**src/rtl/mult_acc_pkg.sv**
```systemverilog
// Shared types and constants for the product accumulator that sits behind
// the 4x4 array multiplier.
package mult_acc_pkg;

    localparam int PROD_W     = 8;
    localparam int MAX_PROD   = 225;
    localparam int TERM_CNT_W = 4;

    typedef enum logic [1:0] {
        IDLE  = 2'd0,
        ACCUM = 2'd1,
        DONE  = 2'd2
    } acc_state_t;

    // Counter value held while the final product of a sum is being accepted.
    function automatic logic [TERM_CNT_W-1:0] last_term_idx(input int n_terms);
        return TERM_CNT_W'(n_terms - 1);
    endfunction

endpackage

```
**src/rtl/mult_product_accumulator_if.sv**
```systemverilog
// Bus between the multiplier output stage, the accumulator and the pin mux.
// The accumulator's FSM state rides along as a debug signal.
interface mult_product_accumulator_if #(
    parameter int ACC_W = 10
);
    import mult_acc_pkg::*;

    logic [PROD_W-1:0]     p_in;
    logic                  p_valid;
    logic                  p_ready;
    logic [ACC_W-1:0]      acc_out;
    logic                  acc_valid;
    logic                  acc_ready;
    logic [TERM_CNT_W-1:0] term_cnt;
    logic                  overflow;
    acc_state_t            state;

    // Drives products and consumes results.
    modport master (
        output p_in, p_valid, acc_ready,
        input  p_ready, acc_out, acc_valid, term_cnt, overflow, state
    );

    // The accumulator itself.
    modport slave (
        input  p_in, p_valid, acc_ready,
        output p_ready, acc_out, acc_valid, term_cnt, overflow, state
    );

endinterface

```
**src/rtl/mult_product_accumulator_sat_adder.sv**
```systemverilog
// Unsigned accumulator adder; either clamps at all-ones or wraps on carry-out,
// and always reports the raw carry so overflow can be tracked.
module sat_adder #(
    parameter int ACC_W    = 10,
    parameter int SATURATE = 1
) (
    input  logic [ACC_W-1:0] acc_i,
    input  logic [ACC_W-1:0] addend_i,
    output logic [ACC_W-1:0] sum_o,
    output logic             carry_o
);

    logic [ACC_W:0] full_sum;

    assign full_sum = {1'b0, acc_i} + {1'b0, addend_i};
    assign carry_o  = full_sum[ACC_W];

    generate
        if (SATURATE != 0) begin : g_sat
            // A clamped accumulator plus any non-zero addend carries again,
            // so the value stays pinned at all-ones for the rest of the sum.
            assign sum_o = carry_o ? {ACC_W{1'b1}} : full_sum[ACC_W-1:0];
        end else begin : g_wrap
            assign sum_o = full_sum[ACC_W-1:0];
        end
    endgenerate

endmodule

```
**src/rtl/mult_product_accumulator.sv**
```systemverilog
// Sums N_TERMS multiplier products into one result and holds it on a
// valid/ready output until the consumer takes it.
module mult_product_accumulator
    import mult_acc_pkg::*;
#(
    parameter int N_TERMS  = 4,
    parameter int ACC_W    = 10,
    parameter int SATURATE = 1
) (
    input  logic                        clk,
    input  logic                        rst,
    input  logic                        clear,
    mult_product_accumulator_if.slave   bus
);

    localparam logic [TERM_CNT_W-1:0] LAST_IDX = last_term_idx(N_TERMS);

    // Handshakes: a transfer happens on a rising edge where valid and ready are
    // both high. p_ready and acc_valid are decoded from registered state only,
    // so they never depend combinationally on p_valid or acc_ready.

    acc_state_t            state_q, state_d;
    logic [ACC_W-1:0]      acc_q, acc_d;
    logic [TERM_CNT_W-1:0] cnt_q, cnt_d;
    logic                  ovf_q, ovf_d;

    logic [ACC_W-1:0]      addend;
    logic [ACC_W-1:0]      sum;
    logic                  carry;
    logic                  accept;

    assign addend = ACC_W'(bus.p_in);
    assign accept = bus.p_valid && (state_q != DONE);

    sat_adder #(
        .ACC_W    (ACC_W),
        .SATURATE (SATURATE)
    ) u_sat_adder (
        .acc_i    (acc_q),
        .addend_i (addend),
        .sum_o    (sum),
        .carry_o  (carry)
    );

    always_ff @(posedge clk) begin
        if (rst) begin
            state_q <= IDLE;
            acc_q   <= '0;
            cnt_q   <= '0;
            ovf_q   <= 1'b0;
        end else begin
            state_q <= state_d;
            acc_q   <= acc_d;
            cnt_q   <= cnt_d;
            ovf_q   <= ovf_d;
        end
    end

    always_comb begin
        state_d = state_q;
        acc_d   = acc_q;
        cnt_d   = cnt_q;
        ovf_d   = ovf_q;

        if (clear) begin
            // Drops any product offered this cycle and any pending result.
            state_d = IDLE;
            acc_d   = '0;
            cnt_d   = '0;
            ovf_d   = 1'b0;
        end else begin
            unique case (state_q)
                IDLE, ACCUM: begin
                    if (accept) begin
                        acc_d   = sum;
                        cnt_d   = cnt_q + 1'b1;
                        ovf_d   = ovf_q | carry;
                        state_d = (cnt_q == LAST_IDX) ? DONE : ACCUM;
                    end
                end
                DONE: begin
                    if (bus.acc_ready) begin
                        state_d = IDLE;
                        acc_d   = '0;
                        cnt_d   = '0;
                        ovf_d   = 1'b0;
                    end
                end
                default: begin
                    state_d = IDLE;
                    acc_d   = '0;
                    cnt_d   = '0;
                    ovf_d   = 1'b0;
                end
            endcase
        end
    end

    assign bus.p_ready   = (state_q != DONE);
    assign bus.acc_valid = (state_q == DONE);
    assign bus.acc_out   = acc_q;
    assign bus.term_cnt  = cnt_q;
    assign bus.overflow  = ovf_q;
    assign bus.state     = state_q;

endmodule

```
**src/flat_wrapper.sv**
```systemverilog
// flat-port wrapper written by rule: the top's interface ports become plain ports
module mult_product_accumulator_flat import mult_acc_pkg::*;
#(
    parameter int N_TERMS  = 4,
    parameter int ACC_W    = 10,
    parameter int SATURATE = 1
)
  (clk, rst, clear, bus_p_in, bus_p_valid, bus_acc_ready, bus_p_ready, bus_acc_out, bus_acc_valid, bus_term_cnt, bus_overflow, bus_state);
  mult_product_accumulator_if #(.ACC_W(ACC_W)) bus_i ();
  input  logic clk;
  input  logic rst;
  input  logic clear;
  input wire logic [$bits(bus_i.p_in)-1:0] bus_p_in;
  input wire logic [$bits(bus_i.p_valid)-1:0] bus_p_valid;
  input wire logic [$bits(bus_i.acc_ready)-1:0] bus_acc_ready;
  output wire logic [$bits(bus_i.p_ready)-1:0] bus_p_ready;
  output wire logic [$bits(bus_i.acc_out)-1:0] bus_acc_out;
  output wire logic [$bits(bus_i.acc_valid)-1:0] bus_acc_valid;
  output wire logic [$bits(bus_i.term_cnt)-1:0] bus_term_cnt;
  output wire logic [$bits(bus_i.overflow)-1:0] bus_overflow;
  output wire logic [$bits(bus_i.state)-1:0] bus_state;
  assign bus_i.p_in = bus_p_in;
  assign bus_i.p_valid = bus_p_valid;
  assign bus_i.acc_ready = bus_acc_ready;
  assign bus_p_ready = bus_i.p_ready;
  assign bus_acc_out = bus_i.acc_out;
  assign bus_acc_valid = bus_i.acc_valid;
  assign bus_term_cnt = bus_i.term_cnt;
  assign bus_overflow = bus_i.overflow;
  assign bus_state = bus_i.state;
  mult_product_accumulator #(.N_TERMS(N_TERMS), .ACC_W(ACC_W), .SATURATE(SATURATE)) u_core (.clk(clk), .rst(rst), .clear(clear), .bus(bus_i));
endmodule
```
**config.mk**
```make
export PLATFORM = sky130hd
export DESIGN_NAME = mult_product_accumulator_flat
export DESIGN_NICKNAME = d
export VERILOG_FILES = /design/src/rtl/mult_acc_pkg.sv /design/src/rtl/mult_product_accumulator_if.sv /design/src/rtl/mult_product_accumulator_sat_adder.sv /design/src/rtl/mult_product_accumulator.sv /design/src/flat_wrapper.sv
export SDC_FILE = /design/constraint.sdc
export NUM_CORES = 1
export LEC_CHECK = 0
export BUFFER_PORTS_ARGS = -buffer_cell sky130_fd_sc_hd__buf_2
export CORE_MARGIN = 2
export CORE_UTILIZATION = 50
export DETAILED_ROUTE_END_ITERATION = 10
export GPL_ROUTABILITY_DRIVEN = 0
export HOLD_SLACK_MARGIN = 0.05
export PLACE_DENSITY = 0.79
export REMOVE_ABC_BUFFERS = 1
export SLEW_MARGIN = 20
export SYNTH_ARGS = -nofsm -noshare
export SYNTH_HDL_FRONTEND = slang
export SYNTH_HIERARCHICAL = 1
export SYNTH_SLANG_ARGS = --single-unit
```
**constraint.sdc**
```tcl
create_clock -name clk -period 6.6 [get_ports clk]
set_input_delay 0.66 -clock clk [delete_from_list [all_inputs] [get_ports clk]]
set_output_delay 0.66 -clock clk [all_outputs]
set_load 0.01 [all_outputs]
```
==> qor.txt, run 1 <==
Post-Route Setup TNS: 0 ps
Via density: 5.93
Top cells by area, synth: dfxtp_1 (28%), ha_1 (11%), a21oi_1 (8.6%)
Antenna Violating Nets Remaining: 0
Ys async rst share: 0
CTS tree: yes
Crit Path Max Fanout: 10
Final Routed Wirelength: 2960 um
Worst skew pair latency: 300 ps
Distinct cell type count after synthesis: 40
Syn. warnings: 6
Final min period: 2670 ps
CTS H-tree depth: 1
Worst R2R Start: u_core/bus.acc_out[0]
# hold bufs at CTS: 0
Register bit total from synthesis: 17
Clock root cell: clkbuf_4
Origin of the worst setup path: bus_p_in[0]
Die area: 2860 sq um
Peak VDD IR: 0.000111 V
Int Pwr: 152 uW
Largest net degree at the start of global routing: 19
Setup bufs post-CTS: 0
Sequential cell area: 340 sq um
Initial DRC Count: 44
Crit path arrival time: 2920 ps
CP required: 6840 ps
# fillers: 200
Reg clk slew, reported paths: 100 ps
# nets final: 211
Detailed-route DRC error count: 0
Slew Limit Headroom: 0.318
Die Y: 53.4 um
Slew @ Worst Pin: 1020 ps
Multi-input logic area: 828 sq um
CTS Buf Count: 3
Fin. max-slew vios: 0
Switch share: 0.323
Sequential area share after synthesis: 0.278
Cell taking the most area after synthesis: dfxtp_1
HP Class: reg -> reg
Clock Tree Buf Depth: 2
Initial antenna violation count: 0
Starting Density: 0.542
Antenna Cells: 0
Pwr dens: 158 nW/um^2
Setup-failing EPs final: 0
Fmax: 0.374 GHz
DR WL/cell: 13.9 um
CP Class: in -> reg
Post-Syn Area: 1220 sq um
CTS sink cnt: 17
Vias in the first global route: 1137
Top FF cell, synth: dfxtp_1
Hold Violations, Final: 0
Hold_sp: u_core/bus.overflow
GR Util All Layers: 0.228
Power share of the clock group: 0.254
Syn_area_per_cell: 7.94 sq um
First-pass GRT wire length: 4790 um
IO Pins: 32
Die X-Extent: 53.4 um
Sequential Power Share: 0.488
Startpoint Class: primary input
Critical Path End Type: register
Status: finished, final reports clean
RSZ-0062 raised after global routing: false
Yosys top cell area share: 0.278
MaxCap Viol Count: 0
Core ar.: 2250 sq um
Number of synthesized flops with an enable pin: 0
Dpl ws: 3640 ps
Placement Rows: 17
LEAKAGE: 0.000674 uW
Synthesized instance count: 154
Comb power frac: 0.258
Ratio of cells with drive above 1 in the final layout: 0.249
Total number of vias: 1264
Fin util: 0.628
Switching Power: 72.4 uW
Area grow syn2layout: 15.9%
PortBufs: 31
Drt first pass iters: 4
Setup WS post-layout: 3930 ps
Period utilization: 0.405
Cts repair resizes: 0
Synth top cells by count: a21oi_1 (21), nand2_1 (21), dfxtp_1 (17)
Clk_skew: 7.77 ps
Grt total ovfl: 0
Hpwl dp: 2170 um
-- metrics by stage --
step           instances  cell area, sq um  hold WS [ps]  power (uW)
2_1_floorplan        150              1200           469         151
3_3_place_gp         209              1390           444         166
3_5_place_dp         209              1390           462         168
4_1_cts              213              1420           479         225
5_1_grt              213              1420           503         239
6_report             213              1420           484         224
-- cell type report --
class                      count  area share
multi-input combinational    125       0.585
timing repair buffer          31       0.110
tap                           28      0.0247
clock buffer                   3      0.0159
clock inverter                 1     0.00353
inverter                       8      0.0212
sequential                    17       0.240
-- sequential cells by signal, summed over array words and instances (netlist names) --
name and count:
u_core/bus.acc_out 10, u_core/bus.overflow 1, u_core/bus.state 2, u_core/bus.term_cnt 4
-- critical path, stage by stage --
cell	delay, ps
buf_2	80
ha_1	200
inv_1	80
fa_1	390
nand2b_1	190
a21oi_2	200
o2111ai_1	160
and2_1	300
inv_2	70
or3b_2	430
a21oi_1	140
-- logic make-up after synthesis --
| group | after synthesis | synth area share |
|---|---|---|
| AOI/OAI and AO/OA | 55 | 0.290 |
| and+or+nand+nor | 50 | 0.210 |
| DFF | 17 | 0.278 |
| buffers and inverters | 13 | 0.0471 |
| adders and majority gates | 12 | 0.129 |
| xor gates and xnor gates | 6 | 0.0430 |
| other | 1 | 0.00307 |
-- per-layer routing --
| metal | vias up | global-route usage | routed length (um) |
|---|---|---|---|
| met5 | - | 0 | 0 |
| met3 | 8 | 0.0621 | 199 |
| met2 | 58 | 0.385 | 1430 |
| met1 | 590 | 0.269 | 1270 |
| met4 | 0 | 0.0897 | 58 |
| li1 | 608 | - | - |
-- placed cells by master (no fill, tap or decap), types with 2 or more instances in the layout --
master	count
a211oi_1	2
a21o_1	3
a21oi_1	21
and4_1	2
buf_2	31
clkbuf_4	3
conb_1	2
dfxtp_1	17
ha_1	11
inv_1	7
nand2_1	21
nand2b_1	4
nand3_1	2
nor2_1	10
nor3_1	2
o21ai_0	12
o21ai_1	5
o31ai_1	2
or4_1	2
xor2_1	6
-- power groups by stage --
stage	Clock, uW	Combinational, uW	Sequential, uW
finish	57.0	57.9	109
global route	65.1	63.9	110
CTS	59.3	56.4	110
detailed placement	0	55.9	112
global placement	0	54.1	112
floorplan	0	37.7	113
-- worst paths after layout --
kind | end | slack (ps) | cells past startpoint
max reg2reg | u_core/bus.overflow | 3970 | 10
min | u_core/bus.overflow | 480 | 2
min reg2reg | u_core/bus.overflow | 480 | 2
max | u_core/bus.overflow | 3930 | 11
No activity file was read; power rests on OpenSTA's default activity.
==> run 2: changes to the inputs <==
CORE_UTILIZATION = 47   (was 50)
PLACE_DENSITY = 0.78   (was 0.79)
clock period = 2.2 ns   (was 6.6 ns; I/O delays follow)
==> run 2 against run 1 <==
Utilization fell by 2.2 points; design area increased by 6.0%; via count barely moved; combinational power rose to 3.2 times the previous value; global-route usage is 0.89 points higher; wire length grew 7.2%; hold slack got worse by 270 ps.
==> qor.txt, run 2 (same netlist as run 1, synthesis figures left out) <==
Reg clk slew, reported paths: 100 ps (about the same)
Total number of vias: 1265 (+0.079%)
Via density: 5.70 (-4.0%)
CP required: 2390 ps (-4450 ps)
Die Y: 55 um (+2.9%)
Die area: 3030 sq um (+5.9%)
# nets final: 218 (+3.3%)
Status: finished, final reports clean
Critical Path End Type: register
PortBufs: 31 (unchanged)
Clock root cell: clkbuf_4
Starting Density: 0.493 (-0.0487)
Clock Tree Buf Depth: 2 (unchanged)
Initial DRC Count: 30 (-32%)
Crit path arrival time: 2340 ps (-580 ps)
Most common cell after layout, fill and taps aside: buf_2
CP Buf/Inv Count: 2 (-1)
Core ar.: 2480 sq um (+9.9%)
Max incr delay on CP: 370 ps (-60 ps)
Hpwl dp: 2330 um (+7.4%)
Setup-failing EPs final: 0 (unchanged)
CTS Buf Count: 3 (unchanged)
CP Class: reg -> reg
Die X-Extent: 55 um (+2.9%)
Period utilization: 0.978
Antenna Cells: 0 (unchanged)
MaxCap Viol Count: 0 (unchanged)
CTS tree: yes
Fin. max-slew vios: 0 (unchanged)
Dpl ws: -80.6 ps (-3720 ps)
Hold Violations, Final: 0 (unchanged)
Initial antenna violation count: 0 (unchanged)
WP depth: 11 (unchanged)
Crit Path Max Fanout: 2 (-8)
Pwr dens: 456 nW/um^2 (+190%)
Vias in the first global route: 1202 (+5.7%)
DR WL/cell: 14.3 um (+2.9%)
Setup WS post-layout: 48.7 ps (-3880 ps)
Antenna Violating Nets Remaining: 0 (unchanged)
Slowest CP cell: dfxtp_2
Final min period: 2150 ps
Placement Rows: 18 (+1)
CTS H-tree depth: 1 (unchanged)
Ratio of cells with drive above 1 in the final layout: 0.302 (+0.0534)
LEAKAGE: 0.000720 uW (+6.9%)
IO Pins: 32 (unchanged)
Grt total ovfl: 0 (unchanged)
R2R depth: 11 (+1)
Clk_skew: 1.77 ps (-6.00 ps)
Area grow syn2layout: 22.8%
Post-route cell area: 1500 sq um (+6.0%)
Worst skew pair latency: 300 ps (about the same)
Hold path depth: 3 (+1)
GR Util All Layers: 0.237 (+0.00895)
Top Family by Delay on Critical Path: compound AO/OA/AOI/OAI gates
Startpoint Class: register
Largest net degree at the start of global routing: 19 (unchanged)
Peak VDD IR: 0.000308 V (+180%)
Slew @ Worst Pin: 681 ps (-339 ps)
Final Routed Wirelength: 3170 um (+7.2%)
Most frequent cells in the layout: buf_2 (31), nand2_1 (21), a21oi_1 (20), dfxtp_1 (16), o21ai_0 (12)
Max reg flops: 10 (unchanged)
Post-DP Area: 1440 sq um (+3.4%)
Crit path cell chain: ha_4 > inv_1 > fa_2 > nand2b_4 > a21oi_2 > buf_4 > o211ai_2 > a2111oi_2 > nor2_1 > nand2_1 > a21oi_1
CTS sink cnt: 17 (unchanged)
Drt first pass iters: 4 (unchanged)
Slew Limit Headroom: 0.546 (+0.228)
HP Class: in -> reg
Fmax: 0.465 GHz
First-pass GRT wire length: 5060 um (+5.8%)
Detailed-route DRC error count: 0 (unchanged)
==> run 2: final timing paths <==
path | startpoint | end | slack, ps
min | rst | u_core/bus.state[1] | 210
min reg2reg | u_core/bus.overflow | u_core/bus.overflow | 480
max | u_core/bus.acc_out[0] | u_core/bus.acc_out[8] | 50
max reg2reg | u_core/bus.acc_out[0] | u_core/bus.acc_out[8] | 50
==> run 2: layer usage <==
| metal | share of wire | up-vias | wire, um | global-route usage |
|---|---|---|---|---|
| li1 | - | 626 | - | - |
| met4 | 0.015 | 0 | 47 | 0.106 |
| met3 | 0.064 | 6 | 204 | 0.0430 |
| met1 | 0.42 | 587 | 1330 | 0.268 |
| met2 | 0.50 | 46 | 1590 | 0.429 |
| met5 | 0 | - | 0 | 0 |
==> run 2: worst register-to-register path, stage by stage, from the launching register on <==
cell and delay [ps]:
dfxtp_2 370, ha_4 130, inv_1 50, fa_2 360
nand2b_4 160, a21oi_2 170, buf_4 140, o211ai_2 110
a2111oi_2 340, nor2_1 90, nand2_1 60, a21oi_1 60
==> run 2: final cells by class <==
cell class / count / area, sq um
clock buffers: 3 / 22.5
clock inverters: 1 / 5.00
fillers: 222 / 976
inverters: 8 / 30.0
multi-input cells: 125 / 857
flip-flops and latches: 17 / 342
well taps: 30 / 37.5
repair buffers: 38 / 208
==> run 2: where the power goes <==
part / internal [uW] / total, uW / switching (uW)
clock network: 67.8 / 173 / 105
logic: 77.5 / 184 / 106
registers: 319 / 328 / 9.51
total: 464 / 685 / 221
==> run 2: what timing repair did <==
action,CTS,global route
hold buffers,0,0
endpoints found under the setup margin,2,2
resized for setup,3,4
setup buffers,0,1
cloned,0,0
pin swaps,0,6
==> run 2: per-stage QoR <==
step                       util  instances  TNS, ps  total power [uW]  hold slack (ps)
after floorplan               -        150     -211               452              392
after global placement    0.580        217    -16.0               502              448
after detailed placement  0.580        217     -139               510              450
after CTS                 0.595        221        0               686              202
after global routing      0.606        222    -8.47               727              210
final                     0.606        222        0               685              211
==> run 3: changes to the inputs <==
CORE_UTILIZATION = 40   (was 47)
PLACE_DENSITY = 0.7   (was 0.78)
SYNTH_HIERARCHICAL = not set   (was 1)
==> run 3 against run 2 <==
Combinational power shrank 38%; first-iteration DRC count decreased by 57%; power down 10%; clock power barely moved; sequential cell count did not move; utilization is 12 points lower; hold slack improved by 0.77 ps; sequential share of layout area increased by 3.2 points; non-clock buffer count is 6 lower; critical path type unchanged; via count is 16% lower.
==> qor.txt, run 3 <==
RSZ-0062 raised after global routing: false
Most common cell after layout, fill and taps aside: buf_2
MaxCap Viol Count: 0 (unchanged)
Final min period: 2000 ps (-151 ps)
Crit Path Max Fanout: 3 (+1)
Slowest CP cell: fa_1
Die area: 3200 sq um (+5.6%)
Int Pwr: 435 uW (-6.2%)
# fillers: 279 (+26%)
Number of synthesized flops with an enable pin: 0 (unchanged)
Top-count cell post-synth: dfxtp_1
Clk_skew: 11.7 ps (+9.94 ps)
HP Class: in -> reg
Hpwl dp: 1920 um (-17%)
Distinct cell type count after synthesis: 39 (-2.5%)
Startpoint Class: register
CTS Buf Count: 3 (unchanged)
Comb power frac: 0.187 (-0.081)
Fin. max-slew vios: 0 (unchanged)
Status: finished, final reports clean
Setup bufs post-CTS: 0 (unchanged)
Hold Violations, Final: 0 (unchanged)
Synthesized instance count: 133 (-14%)
Reg clk slew, reported paths: 110 ps (about the same)
Area grow syn2layout: 18.9%
Total number of vias: 1062 (-16%)
Top FF cell, synth: dfxtp_1
Most frequent cells in the layout: buf_2 (31), dfxtp_1 (17), a21oi_1 (16), nor2_1 (14), nand2_1 (14)
Switch share: 0.290 (-0.0324)
Register bit total from synthesis: 17 (unchanged)
CTS sink cnt: 17 (unchanged)
Sequential area share after synthesis: 0.308 (+0.0300)
Largest net degree at the start of global routing: 13 (-6)
Critical Path End Type: register
Ratio of cells with drive above 1 in the final layout: 0.271 (-0.0310)
Syn_area_per_cell: 8.30 sq um (+4.5%)
# nets final: 190 (-13%)
Clock Tree Buf Depth: 2 (unchanged)
Detailed-route DRC error count: 0 (unchanged)
CP required: 2380 ps (about the same)
Slew @ Worst Pin: 670 ps (-11.0 ps)
Fmax: 0.500 GHz (+7.6%)
Pwr dens: 467 nW/um^2 (+2.4%)
Setup-failing EPs final: 0 (unchanged)
Vias in the first global route: 928 (-23%)
Post-Syn Area: 1100 sq um (-9.7%)
Clock root cell: clkbuf_4
Ys async rst share: 0 (unchanged)
Period utilization: 0.909 (-0.0688)
Synth top cells by count: dfxtp_1 (17), a21oi_1 (16), nand2_1 (14), nor2_1 (14)
Syn. warnings: 0 (-6)
Sequential Power Share: 0.530 (+0.051)
IO Pins: 32 (unchanged)
CP Class: reg -> reg
Die X-Extent: 56.5 um (+2.8%)
Yosys top cell area share: 0.308 (+0.0300)
Grt total ovfl: 0 (unchanged)
Antenna Violating Nets Remaining: 0 (unchanged)
Core ar.: 2690 sq um (+8.4%)
Dpl ws: 230 ps (+311 ps)
CTS tree: yes
LEAKAGE: 0.000671 uW (-6.8%)
Drt first pass iters: 4 (unchanged)
Switching Power: 178 uW (-19%)
Initial antenna violation count: 0 (unchanged)
Cts repair resizes: 0 (-3)
Starting Density: 0.411 (-0.0826)
PortBufs: 31 (unchanged)
GR Util All Layers: 0.157 (-0.0793)
Crit path arrival time: 2180 ps (-160 ps)
Peak VDD IR: 0.000307 V (-0.12%)
Worst skew pair latency: 300 ps (about the same)
Post-Route Setup TNS: 0 ps (unchanged)
Via density: 5.39 (-5.4%)
CTS H-tree depth: 1 (unchanged)
Slew Limit Headroom: 0.552 (+0.00620)
Antenna Cells: 0 (unchanged)
DR WL/cell: 12.4 um (-13%)
Power share of the clock group: 0.283 (+0.030)
Cell taking the most area after synthesis: dfxtp_1
Max incr delay on CP: 410 ps (+40 ps)
# hold bufs at CTS: 0 (unchanged)
First-pass GRT wire length: 4090 um (-19%)
Placement Rows: 19 (+1)
Final Routed Wirelength: 2450 um (-23%)
Setup WS post-layout: 200 ps (+151 ps)
Die Y: 56.5 um (+2.8%)
Initial DRC Count: 13 (-57%)
Top cells by area, synth: dfxtp_1 (31%), ha_1 (10%), a21oi_1 (7.3%)
Max reg flops: 10 (unchanged)
Crit path cell chain: ha_1 > fa_1 > nand3_1 > a211oi_2 > o21ai_2 > a21oi_1 > or3b_1
==> run 3: power groups by stage <==
stage / combinational (uW) / sequential (uW) / clock (uW)
finish: 115 / 325 / 173
global route: 130 / 327 / 190
CTS: 115 / 325 / 176
detailed placement: 114 / 332 / 0
global placement: 113 / 332 / 0
floorplan: 73.9 / 335 / 0
==> run 3: logic make-up after synthesis <==
| family | synth area share |
|---|---|
| XOR/XNOR | 0.0397 |
| flip-flops | 0.308 |
| adder cells (fa/ha/maj) | 0.120 |
| AND/OR/NAND/NOR | 0.189 |
| AO/OA/AOI/OAI | 0.314 |
| buffers and inverters | 0.0283 |
==> run 3: layer usage <==
layer	vias up	share of wire	track usage
met1	485	0.49	0.213
met4	0	0.0078	0.0306
met5	-	0	0
met3	4	0.042	0.0392
li1	553	-	-
met2	20	0.46	0.254
==> run 3: through the flow <==
stage	utilization	total power, uW	hold WS, ps	area (sq um)	instances
final	0.489	613	211	1310	197
after global placement	0.478	444	462	1280	193
after floorplan	-	409	327	1080	130
after detailed placement	0.478	447	473	1280	193
after CTS	0.489	617	216	1310	197
after global routing	0.489	647	225	1310	197
==> run 3: layout make-up <==
class / count / area [sq um] / share of cell area
well taps: 31 / 38.8 / 0.0296
inverters: 3 / 11.3 / 0.00858
clock inverters: 1 / 5.00 / 0.00381
repair buffers: 32 / 163 / 0.124
flip-flops and latches: 17 / 340 / 0.259
multi-input cells: 110 / 732 / 0.558
clock buffers: 3 / 22.5 / 0.0172
==> run 3: path summary, 6_finish.rpt <==
| path | from | end | slack, ps | cells after the start |
|---|---|---|---|---|
| setup reg to reg | u_core.bus.acc_out[0] | u_core.bus.acc_out[7] | 200 | 7 |
| setup / recovery | u_core.bus.acc_out[0] | u_core.bus.acc_out[7] | 200 | 7 |
| hold reg to reg | u_core.bus.acc_out[0] | u_core.bus.acc_out[0] | 490 | 2 |
| hold / removal | bus_p_valid | u_core.bus.state[0] | 210 | 2 |
==> run 3: critical path, delay by kind of cell, from the launching register on <==
family / cells / cell delay (ps)
compound gates: 3 / 360
simple gates: 2 / 540
fa+ha+maj: 2 / 630
flops: 1 / 340
